==> src/rtl/mips_multicycle_ctrl.sv <==
// Multicycle MIPS control unit: Moore FSM that sequences the shared ALU,
// register file, memory and PC, plus the ALU function decoder and PC enable.
//
// Ports:
//   clk, rst_n         clock, asynchronous active-low reset
//   op, funct          instr[31:26] / instr[5:0] from the IR
//   zero               ALU zero flag (current cycle)
//   pcen               PC enable = pcwrite | (branch & zero)
//   irwrite, memwrite, regwrite   strobes, forced low while in reset
//   iord, memtoreg, regdst, alusrca, alusrcb, pcsrc   datapath mux selects
//   alucontrol         ALU function select
//   state              current state (debug)
//
// Optional feature: define MIPS_CTRL_BNE_EN to add bne via state BRANCH_NE(12).
// Without it, bne decodes as a NOP and state 12 is an illegal code.
//
// Outputs are a combinational decode of the state register by design: the
// datapath consumes them in the same cycle the state is entered.
module mips_multicycle_ctrl (
   input  logic       clk,
   input  logic       rst_n,
   input  logic [5:0] op,
   input  logic [5:0] funct,
   input  logic       zero,
   output logic       pcen,
   output logic       irwrite,
   output logic       memwrite,
   output logic       regwrite,
   output logic       iord,
   output logic       memtoreg,
   output logic       regdst,
   output logic       alusrca,
   output logic [1:0] alusrcb,
   output logic [1:0] pcsrc,
   output logic [2:0] alucontrol,
   output logic [3:0] state
);

   localparam int unsigned SW = 4;

   localparam logic [SW-1:0] S_FETCH     = SW'(0);
   localparam logic [SW-1:0] S_DECODE    = SW'(1);
   localparam logic [SW-1:0] S_MEMADR    = SW'(2);
   localparam logic [SW-1:0] S_MEMRD     = SW'(3);
   localparam logic [SW-1:0] S_MEMWB     = SW'(4);
   localparam logic [SW-1:0] S_MEMWR     = SW'(5);
   localparam logic [SW-1:0] S_EXECUTE   = SW'(6);
   localparam logic [SW-1:0] S_ALUWB     = SW'(7);
   localparam logic [SW-1:0] S_BRANCH    = SW'(8);
   localparam logic [SW-1:0] S_ADDIEX    = SW'(9);
   localparam logic [SW-1:0] S_ADDIWB    = SW'(10);
   localparam logic [SW-1:0] S_JUMP      = SW'(11);
`ifdef MIPS_CTRL_BNE_EN
   localparam logic [SW-1:0] S_BRANCH_NE = SW'(12);
`endif

   localparam logic [5:0] OP_RTYPE = 6'b000000;
   localparam logic [5:0] OP_LW    = 6'b100011;
   localparam logic [5:0] OP_SW    = 6'b101011;
   localparam logic [5:0] OP_BEQ   = 6'b000100;
   localparam logic [5:0] OP_ADDI  = 6'b001000;
   localparam logic [5:0] OP_J     = 6'b000010;
`ifdef MIPS_CTRL_BNE_EN
   localparam logic [5:0] OP_BNE   = 6'b000101;
`endif

   logic [SW-1:0] state_nx;
   logic [1:0]    aluop;
   logic          pcwrite;
   logic          branch;
   logic          bne;
   logic          irwrite_s;
   logic          memwrite_s;
   logic          regwrite_s;

   // State register
   always_ff @(posedge clk or negedge rst_n) begin
      if (!rst_n) state <= S_FETCH;
      else        state <= state_nx;
   end

   // Next-state logic; unused codes fall back to FETCH
   always_comb begin
      state_nx = S_FETCH;
      case (state)
         S_FETCH:  state_nx = S_DECODE;
         S_DECODE: begin
            case (op)
               OP_LW, OP_SW: state_nx = S_MEMADR;
               OP_RTYPE:     state_nx = S_EXECUTE;
               OP_BEQ:       state_nx = S_BRANCH;
               OP_ADDI:      state_nx = S_ADDIEX;
               OP_J:         state_nx = S_JUMP;
`ifdef MIPS_CTRL_BNE_EN
               OP_BNE:       state_nx = S_BRANCH_NE;
`endif
               default:      state_nx = S_FETCH;
            endcase
         end
         S_MEMADR:  state_nx = (op == OP_SW) ? S_MEMWR : S_MEMRD;
         S_MEMRD:   state_nx = S_MEMWB;
         S_EXECUTE: state_nx = S_ALUWB;
         S_ADDIEX:  state_nx = S_ADDIWB;
         default:   state_nx = S_FETCH;
      endcase
   end

   // Output decode
   always_comb begin
      pcwrite    = 1'b0;
      branch     = 1'b0;
      bne        = 1'b0;
      irwrite_s  = 1'b0;
      memwrite_s = 1'b0;
      regwrite_s = 1'b0;
      iord       = 1'b0;
      memtoreg   = 1'b0;
      regdst     = 1'b0;
      alusrca    = 1'b0;
      alusrcb    = 2'b00;
      pcsrc      = 2'b00;
      aluop      = 2'b00;
      case (state)
         S_FETCH: begin
            alusrcb   = 2'b01;
            irwrite_s = 1'b1;
            pcwrite   = 1'b1;
         end
         S_DECODE:  alusrcb = 2'b11;
         S_MEMADR: begin
            alusrca = 1'b1;
            alusrcb = 2'b10;
         end
         S_MEMRD:   iord = 1'b1;
         S_MEMWB: begin
            memtoreg   = 1'b1;
            regwrite_s = 1'b1;
         end
         S_MEMWR: begin
            iord       = 1'b1;
            memwrite_s = 1'b1;
         end
         S_EXECUTE: begin
            alusrca = 1'b1;
            aluop   = 2'b10;
         end
         S_ALUWB: begin
            regdst     = 1'b1;
            regwrite_s = 1'b1;
         end
         S_BRANCH: begin
            alusrca = 1'b1;
            aluop   = 2'b01;
            pcsrc   = 2'b01;
            branch  = 1'b1;
         end
         S_ADDIEX: begin
            alusrca = 1'b1;
            alusrcb = 2'b10;
         end
         S_ADDIWB:  regwrite_s = 1'b1;
         S_JUMP: begin
            pcsrc   = 2'b10;
            pcwrite = 1'b1;
         end
`ifdef MIPS_CTRL_BNE_EN
         S_BRANCH_NE: begin
            alusrca = 1'b1;
            aluop   = 2'b01;
            pcsrc   = 2'b01;
            bne     = 1'b1;
         end
`endif
         default: ;
      endcase
   end

   // ALU function decoder; unknown R-type functs select 011, which yields 0
   always_comb begin
      alucontrol = 3'b010;
      case (aluop)
         2'b01: alucontrol = 3'b110;
         2'b10: begin
            case (funct)
               6'b100000: alucontrol = 3'b010;
               6'b100010: alucontrol = 3'b110;
               6'b100100: alucontrol = 3'b000;
               6'b100101: alucontrol = 3'b001;
               6'b101010: alucontrol = 3'b111;
               default:   alucontrol = 3'b011;
            endcase
         end
         default: alucontrol = 3'b010;
      endcase
   end

   // Architectural strobes are held off for the whole reset assertion
   always_comb begin
      pcen     = rst_n & (pcwrite | (branch & zero) | (bne & ~zero));
      irwrite  = rst_n & irwrite_s;
      memwrite = rst_n & memwrite_s;
      regwrite = rst_n & regwrite_s;
   end

endmodule
==> config.mk <==
export PLATFORM = sky130hd
export DESIGN_NAME = mips_multicycle_ctrl
export DESIGN_NICKNAME = d
export VERILOG_FILES = /design/src/rtl/mips_multicycle_ctrl.sv
export SDC_FILE = /design/constraint.sdc
export NUM_CORES = 1
export LEC_CHECK = 0
export ABC_AREA = 0
export BUFFER_PORTS_ARGS = -buffer_cell sky130_fd_sc_hd__buf_2
export CAP_MARGIN = 20
export CORE_MARGIN = 2
export CORE_UTILIZATION = 43
export CTS_BUF_LIST = sky130_fd_sc_hd__clkbuf_4 sky130_fd_sc_hd__clkbuf_8 sky130_fd_sc_hd__clkbuf_16
export CTS_CLUSTER_DIAMETER = 40
export DETAILED_ROUTE_END_ITERATION = 8
export PLACE_DENSITY = 0.87
export SLEW_MARGIN = 20
export SYNTH_ARGS = -nofsm -noshare
export SYNTH_HDL_FRONTEND = slang
export SYNTH_SLANG_ARGS = --single-unit
==> constraint.sdc <==
create_clock -name clk -period 2 [get_ports clk]
set_input_delay 0.1 -clock clk [delete_from_list [all_inputs] [get_ports clk]]
set_output_delay 0.1 -clock clk [all_outputs]
set_load 0.005 [all_outputs]
==> impl_metrics.env <==
export IMPL_rsz0062_at_grt="false"
export IMPL_dr_first_iter_drc_count=16
export IMPL_max_cap_violations=0
export IMPL_critPathKind="register to output pin"
export IMPL_core_mm2=0.00132
export IMPL_setup_tns_final_ns=0
export IMPL_cts_resized=0
export IMPL_r2r_end="state[1]"
export IMPL_p_leak_uw=0.000416
export IMPL_placed_area_um2=792
export IMPL_diodes=0
export IMPL_synth_cells=81
export IMPL_layout_min_cycle_time_ns=1.88
export IMPL_grt_usage_pct=21.3
export IMPL_largest_reg_flops=4
export IMPL_ys_seq_area_share_pct=16.4
export IMPL_path_cells="nor2b_1 > nand2_1 > ha_1 > a211o_1 > buf_2"
export IMPL_synth_edf_count=0
export IMPL_grt_pass1_wl_um=2870
export IMPL_grt_pass1_vias=690
export IMPL_cts_buffers_inserted=3
export IMPL_endpoint_kind="output pin"
export IMPL_ff2ff_setup_slack_ns=0.73
export IMPL_drc=0
export IMPL_vdd_drop_max_v=0.000396
export IMPL_routedWlPerCell_um=12.6
export IMPL_worst_hold_slack_ns=0.215
export IMPL_synth_warnings=0
export IMPL_p_per_area_mw_per_mm2=910
export IMPL_post_place_cells=128
export IMPL_vias_per_cell=5.48
export IMPL_rows=13
export IMPL_top_regs="state x4"
export IMPL_io_buffers=33
export IMPL_fmax_ghz=0.532
export IMPL_start_util_pct=46.2
export IMPL_drtAntennaViolNets=0
export IMPL_clock_skew_ns=0.000707
export IMPL_final_cells=132
export IMPL_routabilityCongestion=0.833
export IMPL_dieArea_mm2=0.00173
export IMPL_grt_max_degree=13
export IMPL_root_buffer="clkbuf_4"
export IMPL_design_area_um2=825
export IMPL_cp_depth=5
export IMPL_cpPeakStageDelay_ns=0.48
export IMPL_reg2reg_depth=4
export IMPL_cp_slowest_cell="dfrtp_1"
export IMPL_slew_viol_final=0
export IMPL_period_share_pct=94.0
export IMPL_arrival_ns=1.78
export IMPL_syn_cell_area_um2=609
export IMPL_syn_to_final_growth_pct=35.3
export IMPL_min_path_type="primary input to async pin"
export IMPL_gr_total_overflow=0
export IMPL_final_layout_size_suffix_gt1_share_pct=37.6
export IMPL_cts_sinks=4
export IMPL_tritoncts="built"
export IMPL_tightest_slew_ns=0.310
export IMPL_insertion_delay_ns=0.24
export IMPL_wl_um=1670
export IMPL_nets=137
export IMPL_async_flop_share_pct=100
export IMPL_hpwlAfterDp_um=1370
export IMPL_cp_start_kind="register"
export IMPL_dr_pass1_iters=4
export IMPL_path_clk_slew_ns=0.04
export IMPL_antenna_found_initial=0
export IMPL_crit_path_max_fanout=10
export IMPL_outcome="completed"
export IMPL_regMostFlops="state"
export IMPL_r2r_start="state[0]"
export IMPL_io_pin_count=34
export IMPL_crit_family="flip-flops"
export IMPL_vias=724
export IMPL_cts_setup_buffers=0
export IMPL_critPathBufInv=1
export IMPL_synth_ff_type="dfrtp_1"
export IMPL_clockBufferDepth=2
export IMPL_crit_required_ns=1.90
export IMPL_cts_htree_levels=1
export IMPL_synth_nets=99
export IMPL_die_height_um=41.6
export IMPL_die_w_um=41.6
export IMPL_synth_seq_cells=4
export IMPL_finalHoldViolations=0
export IMPL_synth_avg_cell_area_um2=7.52
export IMPL_cts_hold_buf=1
export IMPL_slew_headroom_pct=79.3
export IMPL_synthDistinctLibCells=35
export IMPL_finalSetupViolations=0
==> cell usage after synthesis, types with 2 or more instances <==
| library cell | count | area (um2) |
|---|---|---|
| xnor2_1 | 2 | 17.5 |
| xor2_1 | 2 | 17.5 |
| and3_1 | 3 | 18.8 |
| nand2b_1 | 4 | 25.0 |
| dfrtp_1 | 4 | 100 |
| nand4_1 | 2 | 12.5 |
| buf_2 | 4 | 20.0 |
| nor2b_1 | 2 | 12.5 |
| a21oi_1 | 2 | 10.0 |
| o21ai_0 | 2 | 10.0 |
| inv_1 | 6 | 22.5 |
| nor3_1 | 8 | 40.0 |
| nand3b_1 | 2 | 15.0 |
| ha_1 | 3 | 37.5 |
| nand2_1 | 4 | 15.0 |
| nand3_1 | 2 | 10.0 |
| nor2_1 | 11 | 41.3 |
==> logic make-up after synthesis <==
group / Yosys count / synth area share (%)
xor+xnor: 4 / 5.75
fa+ha+maj: 3 / 6.16
buf+inv: 11 / 8.83
simple gates: 46 / 46.0
compound gates: 13 / 16.8
flops: 4 / 16.4
==> metal layers <==
| metal | GRT usage, % | up-vias | wire (um) |
|---|---|---|---|
| met2 | 39.4 | 29 | 897 |
| met3 | 3.91 | 2 | 99 |
| met1 | 21.8 | 328 | 658 |
| met4 | 12.9 | 0 | 13 |
| met5 | 0 | - | 0 |
| li1 | - | 365 | - |
==> metrics by stage <==
step           util, %  total power, uW  setup slack, ns
4_1_cts           62.6              752            0.116
2_1_floorplan        -              462            0.451
3_3_place_gp      60.1              625            0.419
3_5_place_dp      60.1              646            0.385
5_1_grt           62.6              819         0.000368
6_report          62.6              750            0.120
==> worst max path at each step <==
stage                  start            end
floorplan           state[0]  alucontrol[1]
global placement    state[3]  alucontrol[2]
detailed placement  state[1]  alucontrol[1]
CTS                 state[1]  alucontrol[1]
global route        state[3]  alucontrol[2]
finish              state[1]  alucontrol[1]
==> power breakdown <==
part	switching, uW	internal, uW
clock network	34.9	67.2
logic	259	240
registers	42.3	107
==> layout make-up <==
cell class                 instances  area (um2)
tap                               15        18.8
multi-input combinational         66         455
clock buffer                       3        22.5
inverter                           6        22.5
sequential                         4         100
fill                             126         493
timing repair buffer              38         205
==> cell usage in the layout, fill, tap and decap left out, drive strengths merged, types with 3 or more instances in the layout <==
cell    netlist  final
buf           5     37
nor2         11     11
nor3          8      8
inv           6      6
nand2b        4      4
nand2         4      4
dfrtp         4      4
and3          3      3
ha            3      3
clkbuf        0      3
(Power assumes the default switching activity.)
